==> config.mk <==
export PLATFORM = sky130hd
export DESIGN_NAME = seq_mult32
export DESIGN_NICKNAME = d
export VERILOG_FILES = /design/src/rtl/seq_mult32.sv
export SDC_FILE = /design/constraint.sdc
export NUM_CORES = 1
export LEC_CHECK = 0
export CAP_MARGIN = 20
export CORE_ASPECT_RATIO = 0.75
export CORE_MARGIN = 5
export CORE_UTILIZATION = 30
export DETAILED_ROUTE_END_ITERATION = 8
export GPL_TIMING_DRIVEN = 0
export PLACE_DENSITY_LB_ADDON = 0.3
export RECOVER_POWER = 50
export SETUP_SLACK_MARGIN = 0.1
export SLEW_MARGIN = 20
export SYNTH_ARGS = -nofsm -noshare
export SYNTH_HDL_FRONTEND = slang
export SYNTH_HIERARCHICAL = 1
export SYNTH_SLANG_ARGS = --single-unit
==> constraint.sdc <==
create_clock -name clk -period 3.7 [get_ports clk]
set_input_delay 0.74 -clock clk [delete_from_list [all_inputs] [get_ports clk]]
set_output_delay 0.74 -clock clk [all_outputs]
set_load 0.1 [all_outputs]
==> src/rtl/seq_mult32.sv <==
// Iterative 32x32 -> 64-bit shift-and-add multiplier (33-cycle fixed latency).
// A single Kogge-Stone adder forms every partial sum; the carry is kept by the 65-bit shift.

module koggestone32bit (
    input  logic [31:0] a,
    input  logic [31:0] b,
    input  logic        cIn,
    output logic [31:0] s,
    output logic        cOut
);

    logic [31:0] halfSum;
    logic [31:0] gen;
    logic [31:0] prop;
    logic [31:0] genNext;
    logic [31:0] propNext;

    // Five prefix levels (span 1, 2, 4, 8, 16); gen[i] ends up as the carry out of bit i.
    always_comb begin
        // NOTE: blocking assignments here model a chain of combinational stages;
        // registers elsewhere use non-blocking so every flop samples pre-edge values.
        halfSum  = a ^ b;
        gen      = a & b;
        prop     = halfSum;
        gen[0]   = gen[0] | (prop[0] & cIn);
        genNext  = gen;
        propNext = prop;
        for (int lvl = 0; lvl < 5; lvl++) begin
            genNext  = gen;
            propNext = prop;
            for (int i = (1 << lvl); i < 32; i++) begin
                genNext[i]  = gen[i] | (prop[i] & gen[i - (1 << lvl)]);
                propNext[i] = prop[i] & prop[i - (1 << lvl)];
            end
            gen  = genNext;
            prop = propNext;
        end
        s    = halfSum ^ {gen[30:0], cIn};
        cOut = gen[31];
    end

endmodule

module seq_mult32 #(
    parameter bit SIGNED_EN = 1'b1
) (
    input  logic        clk,
    input  logic        reset,
    input  logic        start,
    input  logic        sgn,
    input  logic [31:0] a,
    input  logic [31:0] b,
    output logic        busy,
    output logic        done,
    output logic [63:0] product
);

    typedef enum logic [1:0] {
        IDLE,
        RUN,
        FIX
    } stateT;

    stateT       state;
    stateT       nextState;

    logic [31:0] hi;
    logic [31:0] lo;
    logic [31:0] mcand;
    logic [4:0]  count;
    logic        neg;

    logic        loadOps;
    logic        stepEn;
    logic        finish;

    logic        signedMode;
    logic [31:0] aMag;
    logic [31:0] bMag;
    logic [31:0] addend;
    logic [31:0] sum;
    logic        carry;

    // Magnitudes are plain unsigned 32-bit values, so 0x80000000 maps to 2^31.
    assign signedMode = SIGNED_EN & sgn;
    assign aMag       = (signedMode && a[31]) ? (~a + 32'd1) : a;
    assign bMag       = (signedMode && b[31]) ? (~b + 32'd1) : b;
    assign addend     = lo[0] ? mcand : 32'd0;

    koggestone32bit adder (
        .a    (hi),
        .b    (addend),
        .cIn  (1'b0),
        .s    (sum),
        .cOut (carry)
    );

    always_ff @(posedge clk) begin
        if (reset) begin
            state <= IDLE;
        end else begin
            state <= nextState;
        end
    end

    always_comb begin
        // NOTE: assigning a default before the case keeps every path driven,
        // so no latch is inferred when a branch leaves the value alone.
        nextState = state;
        case (state)
            IDLE:    if (start) nextState = RUN;
            RUN:     if (count == 5'd31) nextState = FIX;
            FIX:     nextState = IDLE;
            default: nextState = IDLE;
        endcase
    end

    always_comb begin
        busy    = 1'b0;
        loadOps = 1'b0;
        stepEn  = 1'b0;
        finish  = 1'b0;
        case (state)
            IDLE: loadOps = start;
            RUN: begin
                busy   = 1'b1;
                stepEn = 1'b1;
            end
            FIX: begin
                busy   = 1'b1;
                finish = 1'b1;
            end
            default: ;
        endcase
    end

    always_ff @(posedge clk) begin
        // NOTE: every datapath register is cleared on reset so an aborted
        // operation leaves no stale partial product behind.
        if (reset) begin
            hi      <= '0;
            lo      <= '0;
            mcand   <= '0;
            count   <= '0;
            neg     <= 1'b0;
            done    <= 1'b0;
            product <= '0;
        end else begin
            done <= finish;
            if (loadOps) begin
                neg   <= signedMode & (a[31] ^ b[31]);
                mcand <= aMag;
                lo    <= bMag;
                hi    <= '0;
                count <= '0;
            end
            if (stepEn) begin
                hi    <= {carry, sum[31:1]};
                lo    <= {sum[0], lo[31:1]};
                count <= count + 5'd1;
            end
            if (finish) begin
                product <= neg ? (~{hi, lo} + 64'd1) : {hi, lo};
            end
        end
    end

endmodule

* After elaboration in Yosys (flattened, before gate mapping)
Index checks and enable logic that the tools add are counted.
** Operators by class
- Reduce and logical (&&, ||, !) cells :: 6
- Bitwise logic cells :: 364
- Muxes and demuxes :: 17
- Add/subtract/negate cells :: 4
- Equal/unequal tests :: 5
** Operators by type and width (count)
- bitwise AND 1 bit :: 228
- 2-to-1 mux 32 bit :: 7
- OR 1 bit :: 129
- adder 32 x 1 -> 32 bit (second input constant) :: 2
- adder 64 x 1 -> 64 bit (second input constant) :: 1
- 2-to-1 mux 64 bit :: 1
- NOT 32 bit :: 2
- NOT 64 bit :: 1
- XOR 32 bit :: 2
- bitwise AND 32 bit :: 1
- 2-to-1 mux 5 bit :: 2
- adder 5 x 1 -> 5 bit (second input constant) :: 1
- equality test 5 bit (second input constant) :: 1
- 2-to-1 mux 1 bit :: 4
- 2-to-1 mux 2 bit :: 2
- != test 2 bit (second input constant) :: 2
- case mux 2 bit (2 select lines) :: 1
- equality test 2 x 1 -> 1 bit (second input constant) :: 1
- equality test 2 bit (second input constant) :: 1
- logical AND 1 bit :: 2
- logical NOT 2 bit :: 1
- AND reduction 2 bit :: 1
- nonzero test 2 bit :: 1
- OR reduction 2 bit :: 1
- XOR 1 bit :: 1
** Storage, ports and cells
- Register bits :: 169
- Word-level logic and storage cells :: 404
- Input bits :: 68
- Output and inout port bits :: 66

* Logic depth before layout (Yosys ltp)
- Depth in word-level cells :: 13
- Gate-level depth with buffers :: 13

* Hierarchy
The synthesis kept the hierarchy.
** Modules (own cells, without submodules)
- seq_mult32 :: sequential area each 3383.2 um^2, times used 1, area an instance 9347.7 um^2, cells an instance 1225
- koggestone32bit :: sequential area each 0.0 um^2, times used 1, area an instance 1946.9 um^2, cells an instance 266

* Least setup slack after synthesis
OpenSTA, ideal clock, no wires.
- Path kind :: reg2reg
- Start :: register lo[0]
- End :: register hi[17]
- Buffers on the path :: 1
- Data arrival time :: 2.767 ns
- Cell stages (with the launch flop) :: 13
- Required time :: 3.572 ns
- Library setup time :: 0.128 ns
- Setup slack :: 0.805 ns
- Path through :: dfxtp_1 -> clkbuf_1 -> and2_1 -> fa_1 -> fa_1 -> a21o_1 -> a221oi_2 -> nand4b_2 -> nand2_1 -> a221oi_2 -> xnor2_1 -> a21oi_1 -> nor2_1
** Between the ends
- Elaborated cells between the ends (all ways) :: 54
- Those cells by class :: mux (2); bitwise (52)
** RTL lines
- start: declaration :: RTL line 68 : logic [31:0] lo;
- start signal: assignment :: RTL line 153 : lo <= bMag;
- start signal: assignment :: RTL line 159 : lo <= {sum[0], lo[31:1]};
- 2-to-1 mux 32 bit :: RTL line 88 : assign addend = lo[0] ? mcand : 32'd0;
- via addend[0] :: RTL line 80 : logic [31:0] addend;
- bitwise AND 32 bit :: RTL line 23 : gen = a & b;
- bitwise AND 1 bit :: RTL line 32 : genNext[i] = gen[i] | (prop[i] & gen[i - (1 << lvl)]);
- OR 1 bit :: RTL line 32
- bitwise AND 1 bit :: RTL line 32
- OR 1 bit :: RTL line 32
- XOR 32 bit :: RTL line 38 : s = halfSum ^ {gen[30:0], cIn};
- via sum[18] :: RTL line 81 : logic [31:0] sum;
- 2-to-1 mux 32 bit :: RTL line 157 : if (stepEn) begin
- end signal: assignment :: RTL line 158 : hi <= {carry, sum[31:1]};
- end: declaration :: RTL line 67 : logic [31:0] hi;
The timed path passes the listed nets, and every way through them passes these cells.
A chain may end at the register's enable or synchronous reset.

* Worst setup path in the final report
- Start :: register lo[0]
- End :: register hi[27]
** Between the ends
- Elaborated cells between the ends (all ways) :: 82
- Those cells by class :: mux (2); bitwise (80)
** RTL lines (RTL line)
- 2-to-1 mux 32 bit :: 88
- via addend[0] :: 80
- bitwise AND 32 bit :: 23
- bitwise AND 1 bit :: 32
- OR 1 bit :: 32
- bitwise AND 1 bit :: 32
- OR 1 bit :: 32
- bitwise AND 1 bit :: 32
- OR 1 bit :: 32
- bitwise AND 1 bit :: 32
- OR 1 bit :: 32
- XOR 32 bit :: 38
- via sum[28] :: 81
- 2-to-1 mux 32 bit :: 157
The timed path passes the listed nets, and every way through them passes these cells.

==> report_table.html <==
<table>
<tr><th>Metric</th><th>Value</th></tr>
<tr><th colspan="2">Setup path</th></tr>
<tr><td>Path depth of the worst reg2reg path</td><td>12</td></tr>
<tr><td>Reg2reg start</td><td>lo[0]</td></tr>
<tr><td>WP data arrival</td><td>3.71 ns</td></tr>
<tr><td>Crit path largest cell delay</td><td>around 0.47 ns</td></tr>
<tr><td>Ordered list of cells on the worst path</td><td>clkbuf_2 -&gt; and2_0 -&gt; fa_1 -&gt; fa_1 -&gt; a21o_1 -&gt; a221oi_2 -&gt; nand4b_2 -&gt; nand2_1 -&gt; a31oi_1 -&gt; xnor2_1 -&gt; a21oi_1 -&gt; nor2_1</td></tr>
<tr><td>Kind of end point of the critical path</td><td>flip-flop</td></tr>
<tr><td>Worst setup path category</td><td>flip-flop to flip-flop</td></tr>
<tr><td>Worst reg2reg path endpoint</td><td>hi[27]</td></tr>
<tr><td>Reg-to-reg setup timing slack</td><td>0.31 ns</td></tr>
<tr><td>Cell occurring most often along the worst timing path</td><td>sky130_fd_sc_hd__fa_1</td></tr>
<tr><td>Critical path launch point type</td><td>flip-flop</td></tr>
<tr><td>Cell at the slowest stage of the critical path</td><td>sky130_fd_sc_hd__fa_1</td></tr>
<tr><td>Largest driver fanout on the critical path</td><td>9</td></tr>
<tr><td>Critical path data required time</td><td>a little over 4 ns</td></tr>
<tr><th colspan="2">Floorplanning</th></tr>
<tr><td>Die Width</td><td>234 um</td></tr>
<tr><td>Top-level port count</td><td>134</td></tr>
<tr><td>Row Count</td><td>61</td></tr>
<tr><td>Floorplan die height</td><td>178 um</td></tr>
<tr><td>Initial Utilization</td><td>30.4%</td></tr>
<tr><td>Floorplan core area</td><td>37100 um^2</td></tr>
<tr><td>Area of the die</td><td>41700 um^2</td></tr>
<tr><th colspan="2">Clock tree</th></tr>
<tr><td>PostCTS Resize Cnt</td><td>0</td></tr>
<tr><td>Later-pin clock latency in the skew report</td><td>0.45 ns</td></tr>
<tr><td>Clock tree root driver cell</td><td>sky130_fd_sc_hd__clkbuf_16</td></tr>
<tr><td>Clk buf depth</td><td>2</td></tr>
<tr><td>Number of buffers inserted by hold repair at cts</td><td>0</td></tr>
<tr><td>Post-CTS setup buffer count</td><td>0</td></tr>
<tr><td>Total clock buffers created by CTS</td><td>17</td></tr>
<tr><td>Clk slew on worst S/H paths</td><td>0.08 ns</td></tr>
<tr><td>CTS tree</td><td>built</td></tr>
<tr><td>Sink count of the clock tree</td><td>approximately 170</td></tr>
<tr><td>Count of H-tree levels built during CTS</td><td>4</td></tr>
<tr><th colspan="2">Placed design</th></tr>
<tr><td>Cell count after placement</td><td>between 2000 and 2500</td></tr>
<tr><td>Half-perimeter wire length after detailed placement</td><td>33900 um</td></tr>
<tr><td>Weighted congestion reported at the end of routability-driven placement</td><td>around 0.95</td></tr>
<tr><td>IO Port Bufs</td><td>132</td></tr>
<tr><th colspan="2">GRT</th></tr>
<tr><td>Vias in the first global route</td><td>10800</td></tr>
<tr><td>Global-route usage over all layers</td><td>19.7%</td></tr>
<tr><td>Pin count of the biggest net entering global routing</td><td>17</td></tr>
<tr><td>Global-route wire length before repair</td><td>63800 um</td></tr>
<tr><td>Initial antenna violation count</td><td>0</td></tr>
<tr><td>Total congestion overflow after global routing</td><td>0</td></tr>
<tr><th colspan="2">Pwr</th></tr>
<tr><td>Largest voltage drop on the vdd net</td><td>0.367 mV</td></tr>
<tr><td>Static leakage</td><td>5.23 nW</td></tr>
<tr><td>P per Cell Area</td><td>370 nW/um^2</td></tr>
<tr><th colspan="2">Synthesis</th></tr>
<tr><td>Average size of a mapped cell</td><td>7.58 um^2</td></tr>
<tr><td>Synth Register Bits</td><td>roughly 170</td></tr>
<tr><td>Post-Syn Nets</td><td>around 1600</td></tr>
<tr><td>Synth warnings</td><td>6</td></tr>
<tr><td>Number of instances in the synthesized netlist</td><td>approximately 1500</td></tr>
<tr><td>Area of the mapped netlist</td><td>11300 um^2</td></tr>
<tr><td>Register area share after synthesis</td><td>30.0%</td></tr>
<tr><td>Distinct cell type count after synthesis</td><td>72</td></tr>
<tr><td>Post-synth ARST share</td><td>0%</td></tr>
<tr><td>Synth Flop Type</td><td>sky130_fd_sc_hd__dfxtp_1</td></tr>
<tr><td>Number of synthesized flops with an enable pin</td><td>0</td></tr>
<tr><th colspan="2">Final layout</th></tr>
<tr><td>Final nets</td><td>1752</td></tr>
<tr><td>Share of layout cells above drive strength 1</td><td>around 4.5%</td></tr>
<tr><td>Number of diodes added for antenna fixing</td><td>0</td></tr>
<tr><td>Non-filler instance count after layout</td><td>2159</td></tr>
<tr><td>Most common cell after layout, fill and taps aside</td><td>sky130_fd_sc_hd__nor2_1</td></tr>
<tr><td>Commonest non-fill, non-tap cells in the layout</td><td>sky130_fd_sc_hd__nor2_1, sky130_fd_sc_hd__dfxtp_1, sky130_fd_sc_hd__nand2_1</td></tr>
<tr><td>Area Growth Syn to Fin</td><td>22.7%</td></tr>
<tr><th colspan="2">Detailed routing</th></tr>
<tr><td>Total length of routed wires</td><td>approximately 42000 um</td></tr>
<tr><td>Number of vias per cell after detailed routing</td><td>around 5.4</td></tr>
<tr><td>DRC Markers</td><td>0</td></tr>
<tr><td>Total via count after detailed routing</td><td>11700</td></tr>
<tr><td>Number of detailed-routing iterations run before antenna repair</td><td>5</td></tr>
<tr><td>Routed wirelength normalized by instance count</td><td>roughly 19 um</td></tr>
<tr><td>Number of antenna-violating nets in the routed design</td><td>0</td></tr>
<tr><td>Drt first-iter violations</td><td>1095</td></tr>
<tr><th colspan="2">Timing</th></tr>
<tr><td>Final critical-path share of the clock period</td><td>91.5%</td></tr>
<tr><td>RSZ-0062 raised after global routing</td><td>false</td></tr>
<tr><td>Final critical-path required period</td><td>3.39 ns</td></tr>
<tr><td>Setup TNS</td><td>0 ns</td></tr>
<tr><td>Relative slew slack</td><td>a little under a third</td></tr>
<tr><td>Hold Vio Cnt, Final</td><td>0</td></tr>
<tr><td>Clock Skew</td><td>roughly 0.014 ns</td></tr>
<tr><td>Final setup violation count</td><td>0</td></tr>
<tr><td>Slew at the pin with the worst max-slew slack</td><td>about 1 ns</td></tr>
<tr><td>Final number of max-transition violations</td><td>0</td></tr>
<tr><td>Top achievable clock speed</td><td>around 300 MHz</td></tr>
<tr><th colspan="2">Min path</th></tr>
<tr><td>Startpoint of the tightest hold check path</td><td>mcand[26]</td></tr>
<tr><td>Kind of path behind the tightest hold check</td><td>flip-flop to flip-flop</td></tr>
<tr><td>Endpoint with the worst hold slack</td><td>mcand[26]</td></tr>
<tr><td>Hold Path Stages</td><td>2</td></tr>
<tr><th colspan="2">Run</th></tr>
<tr><td>Reported max-cap violation count</td><td>0</td></tr>
<tr><th colspan="2">Status</th></tr>
<tr><td>Outcome</td><td>finished, final reports clean</td></tr>
</table>
## metal layers
| layer | share of wire, % | GRT usage [%] |
|---|---|---|
| met5 | 0.084 | 0.721 |
| met4 | 1.1 | 3.23 |
| met2 | 41 | 28.3 |
| met1 | 48 | 30.3 |
| met3 | 9.7 | 4.36 |
## power by group
group / total, W / switching (W) / internal [W] / leakage, nW
Sequential: 0.00204 / 0.000123 / 0.00192 / 1.37
Clock: 0.00190 / 0.000846 / 0.00106 / 0.294
Combinational: 0.00119 / 0.000789 / 0.000402 / 3.56
Total: 0.00513 / 0.00176 / 0.00337 / 5.23
## state kept, by name, indices dropped and copies added (netlist names)
register / cells
hi: 32
neg: 1
count: 5
mcand: 32
lo: 32
state: 2
done: 1
product: 64
## critical path: cells and delay by family (launching register included)
kind / cells / cell delay, ns
flops: 1 / 0.30
fa+ha+maj: 2 / 0.89
xor+xnor: 1 / 0.13
simple gates: 4 / 0.72
compound gates: 4 / 0.99
buf+inv: 1 / 0.24
## cell families after synthesis
group                      after synthesis  share of synthesized area, %
other                                    1                        0.0332
adders and majority gates               42                          4.79
xor gates and xnor gates               138                          10.7
AOI/OAI and AO/OA                      418                          25.0
muxes                                   11                         0.986
DFF                                    169                          30.0
and+or+nand+nor                        586                          24.3
buffers and inverters                  126                          4.28
## final cells by class
class / count / area, um^2
buffer: 102 / 393
clock buffer: 20 / 457
clock inverter: 12 / 153
fill: 3946 / 23200
inverter: 24 / 90.1
multi-input combinational: 1196 / 7430
sequential: 169 / 3380
tap: 504 / 631
timing repair buffer: 132 / 1320
## cells in the mapped netlist (6+ instances only)
library cell / instances / share of area, %
sky130_fd_sc_hd__o21ai_0: 70 / 3.1
sky130_fd_sc_hd__and3_1: 7 / 0.39
sky130_fd_sc_hd__or4_1: 19 / 1.3
sky130_fd_sc_hd__o31ai_1: 25 / 1.7
sky130_fd_sc_hd__nand2_1: 138 / 4.6
sky130_fd_sc_hd__and2_1: 38 / 2.1
sky130_fd_sc_hd__nand3_1: 25 / 1.1
sky130_fd_sc_hd__mux2i_1: 10 / 0.89
sky130_fd_sc_hd__buf_1: 12 / 0.40
sky130_fd_sc_hd__a31oi_1: 21 / 1.2
sky130_fd_sc_hd__dfxtp_1: 169 / 30
sky130_fd_sc_hd__clkbuf_1: 82 / 2.7
sky130_fd_sc_hd__nor4_1: 16 / 0.89
sky130_fd_sc_hd__nand4_1: 17 / 0.94
sky130_fd_sc_hd__buf_2: 8 / 0.35
sky130_fd_sc_hd__a21o_1: 16 / 1.1
sky130_fd_sc_hd__nor3_1: 25 / 1.1
sky130_fd_sc_hd__o22ai_1: 15 / 0.83
sky130_fd_sc_hd__a311oi_1: 6 / 0.47
sky130_fd_sc_hd__a21oi_1: 103 / 4.6
sky130_fd_sc_hd__xnor2_1: 58 / 4.5
sky130_fd_sc_hd__inv_1: 24 / 0.80
sky130_fd_sc_hd__ha_1: 40 / 4.4
sky130_fd_sc_hd__a211oi_1: 80 / 5.3
sky130_fd_sc_hd__o211ai_1: 6 / 0.40
sky130_fd_sc_hd__or2_2: 6 / 0.33
sky130_fd_sc_hd__xor2_1: 80 / 6.2
sky130_fd_sc_hd__nand2b_1: 8 / 0.44
sky130_fd_sc_hd__nor2_1: 245 / 8.1
sky130_fd_sc_hd__or3_1: 15 / 0.83
sky130_fd_sc_hd__o41ai_1: 23 / 1.8
sky130_fd_sc_hd__nor2b_1: 7 / 0.39
## worst max-delay path by stage
stage,start,to,slack (ns)
finish,lo[0],hi[27],0.31
global route,lo[0],hi[22],0.11
CTS,lo[0],hi[22],0.12
detailed placement,b[6],lo[29],0.06
global placement,b[6],lo[29],0.08
floorplan,lo[0],hi[17],0.81
## metrics by stage
step                hold WS [ns]  utilization [%]  instance area, um^2  total power [W]  worst slack, ns
finish                     0.449             37.4                13900          0.00513            0.315
CTS                        0.456             37.4                13900          0.00512            0.125
global placement           0.427             35.7                13200          0.00323           0.0833
detailed placement         0.438             35.7                13200          0.00324           0.0625
global route               0.479             37.4                13900          0.00534            0.113
floorplan                  0.417                -                11300          0.00279            0.805
(Power assumes the default switching activity.)
==> variant, RTL diff (same settings) <==
The output `done` loses its register stage (`done` becomes a continuous assignment).
--- a/src/rtl/seq_mult32.sv
+++ b/src/rtl/seq_mult32.sv
@@ -143,10 +143,8 @@
             mcand   <= '0;
             count   <= '0;
             neg     <= 1'b0;
-            done    <= 1'b0;
             product <= '0;
         end else begin
-            done <= finish;
             if (loadOps) begin
                 neg   <= signedMode & (a[31] ^ b[31]);
                 mcand <= aMag;
@@ -165,5 +163,7 @@
         end
     end
 
+    assign done = finish;
+
 endmodule
 
Function: same outputs for any inputs over 10 cycles, from zero or initial values and one cycle with reset high; that may be too few to reach the edited logic, so the function may still have changed.
==> variant against the original RTL <==
  * Wire length rose by 4.5%
  * Power shrank 1.8%
  * Fmax decreased by 1.3%
  * Count of clock-buffer cells in the layout decreased by 2
  * Die area increased by 2.5%
  * Sequential share of layout area is 0.67 points lower
  * Critical path depth is 6 lower
  * Non-clock buffer count up 21
  * Sequential cell count down 1
  * Design area grew 2.2%
  * Synthesized area grew 2.7%
  * First-iteration DRC count up 11%
  * Worst setup slack lost 45 ps
  * Critical path type is now primary input to register
==> variant: results (changes against the original RTL) <==
===============================================================================================
Average cell area after synthesis                                                     7.49 um^2   was 7.58 um^2
Gr usage total                                                                            20.0%   was 19.7%
Count of input and output buffers                                                           133   was 132
Run status                                                                         finished clean   unchanged
Launch point of the worst hold path                                                   mcand[13]   was mcand[26]
Routed via count                                                                          12200   was 11700
Final wirelength                                                                        43.7 mm   was 41.8 mm
Beginning of the critical path                                                             a[2]   was lo[0]
HPWL after detailed placement                                                           35.4 mm   was 33.9 mm
Wire length of the first global-routing pass                                            67.9 mm   was 63.8 mm
H-tree depth                                                                                  4   unchanged
Gp weighted congestion                                                                    0.957   was 0.945
Net count of the finished layout                                                           1812   was 1752
Antenna cell count                                                                            0   unchanged
Fraction of layout cells with a size suffix above 1                                       4.96%   was 4.53%
Number of standard cells in the layout, taps in and fillers out                            2227   was 2159
Skew final                                                                              8.48 ps   was 14.2 ps
Buffer levels on the longest clock path                                                       2   unchanged
Peak ir drop on the vdd network                                                        0.349 mV   was 0.367 mV
Max transition margin                                                                     22.8%   was 31.4%
Unique cell type count in the Yosys netlist                                                  74   was 72
P_sw                                                                                    1.80 mW   was 1.76 mW
Largest net degree at the start of global routing                                            18   was 17
Net Count, Synth                                                                           1659   was 1601
Cell Area, Placed                                                                   0.0136 mm^2   was 0.0132 mm^2
Cells taking the most area after synthesis                                         sky130_fd_sc_hd__dfxtp_1, sky130_fd_sc_hd__nor2_1, sky130_fd_sc_hd__xor2_1   unchanged
Top post-synthesis cells by count                                                  sky130_fd_sc_hd__nor2_1, sky130_fd_sc_hd__dfxtp_1, sky130_fd_sc_hd__nand2_1   unchanged
First-pass iteration count of the detailed router                                             6   was 5
FFs w/ async S/R, synth                                                                      0%   unchanged
Flip-flop count of the largest register after layout                                         64   unchanged
Iteration-0 DRC count of the detailed router                                               1217   was 1095
Data arrival time of the critical path                                                  3820 ps   was 3710 ps
Clock input transition at the sequential cells of the worst setup and hold paths          70 ps
Library cell occupying the most area in the post-synthesis netlist                 sky130_fd_sc_hd__dfxtp_1   unchanged
Beginning of the worst register-to-register path                                          lo[0]   unchanged
Static power due to leakage                                                             5.31 nW   was 5.23 nW
Sequential share of the synthesized area                                                  29.0%   was 30.0%
Highest net fanout along the worst path                                                       7   was 9
===============================================================================================
variant: cell count changes after synthesis, sizes merged, moves of 9 or more:
| cell | before | now |
|---|---|---|
| nor2 | 245 | 255 |
| or3 | 15 | 32 |
| buf | 20 | 32 |
| xor2 | 80 | 69 |
| nor4 | 18 | 38 |
| a211oi | 84 | 75 |
variant: layout make-up:
cell class	count	area, um^2
Clock buffer	18	439
Multi-Input combinational cell	1241	7700
Sequential cell	168	3360
Inverter	19	71.3
Tap cell	512	641
Buffer	121	485
Clock inverter	14	129
Timing Repair Buffer	134	1340
Fill cell	4023	24100
variant: cells by family after synthesis:
kind of cell	share of synthesized area (%)
AO/OA/AOI/OAI	23.8
XOR/XNOR	9.67
adder cells (fa/ha/maj)	4.66
buffers and inverters	4.80
flip-flops	29.0
multiplexers	1.14
other	0.0323
AND/OR/NAND/NOR	26.9
variant: critical path, stage by stage:
cell	delay, ps
sky130_fd_sc_hd__dlygate4sd3_1	600
sky130_fd_sc_hd__nor3_1	420
sky130_fd_sc_hd__nand4b_1	390
sky130_fd_sc_hd__nor4_1	970
sky130_fd_sc_hd__nand4b_1	460
sky130_fd_sc_hd__a21oi_1	240
variant: final timing paths:
path	slack (ps)	endpoint	cells after the start
max	270	mcand[31]	6
min reg2reg	460	mcand[13]	2
max reg2reg	320	hi[31]	12
min	460	mcand[13]	2
variant: power by group through the flow:
stage,registers (mW),clock network (mW),logic (mW)
after floorplan,2.00,0,0.828
after global placement,2.03,0,1.24
after detailed placement,2.04,0,1.25
after CTS,2.00,1.79,1.25
after global routing,2.01,1.86,1.40
final,2.00,1.76,1.28
variant: layer usage:
metal / global-route usage, % / share of wire [%]
met1: 30.3 / 48
met5: 0 / 0
met4: 4.71 / 1.7
met3: 4.68 / 9.4
met2: 28.6 / 41
variant: stage by stage:
| step | setup TNS [ps] | power, mW | util [%] | setup WS (ps) |
|---|---|---|---|---|
| global route | 0 | 5.28 | 37.0 | 99.1 |
| CTS | 0 | 5.04 | 37.0 | 126 |
| global placement | -559 | 3.27 | 35.5 | -166 |
| floorplan | 0 | 2.82 | - | 831 |
| detailed placement | -128 | 3.29 | 35.5 | -47.8 |
| finish | 0 | 5.04 | 37.0 | 270 |
variant: repair_timing:
item / 4_1_cts / 5_1_grt
setup buffers: 0 / 0
endpoints found under the hold margin: 0 / 0
gates resized for setup: 0 / 3
setup endpoints to repair: 0 / 7
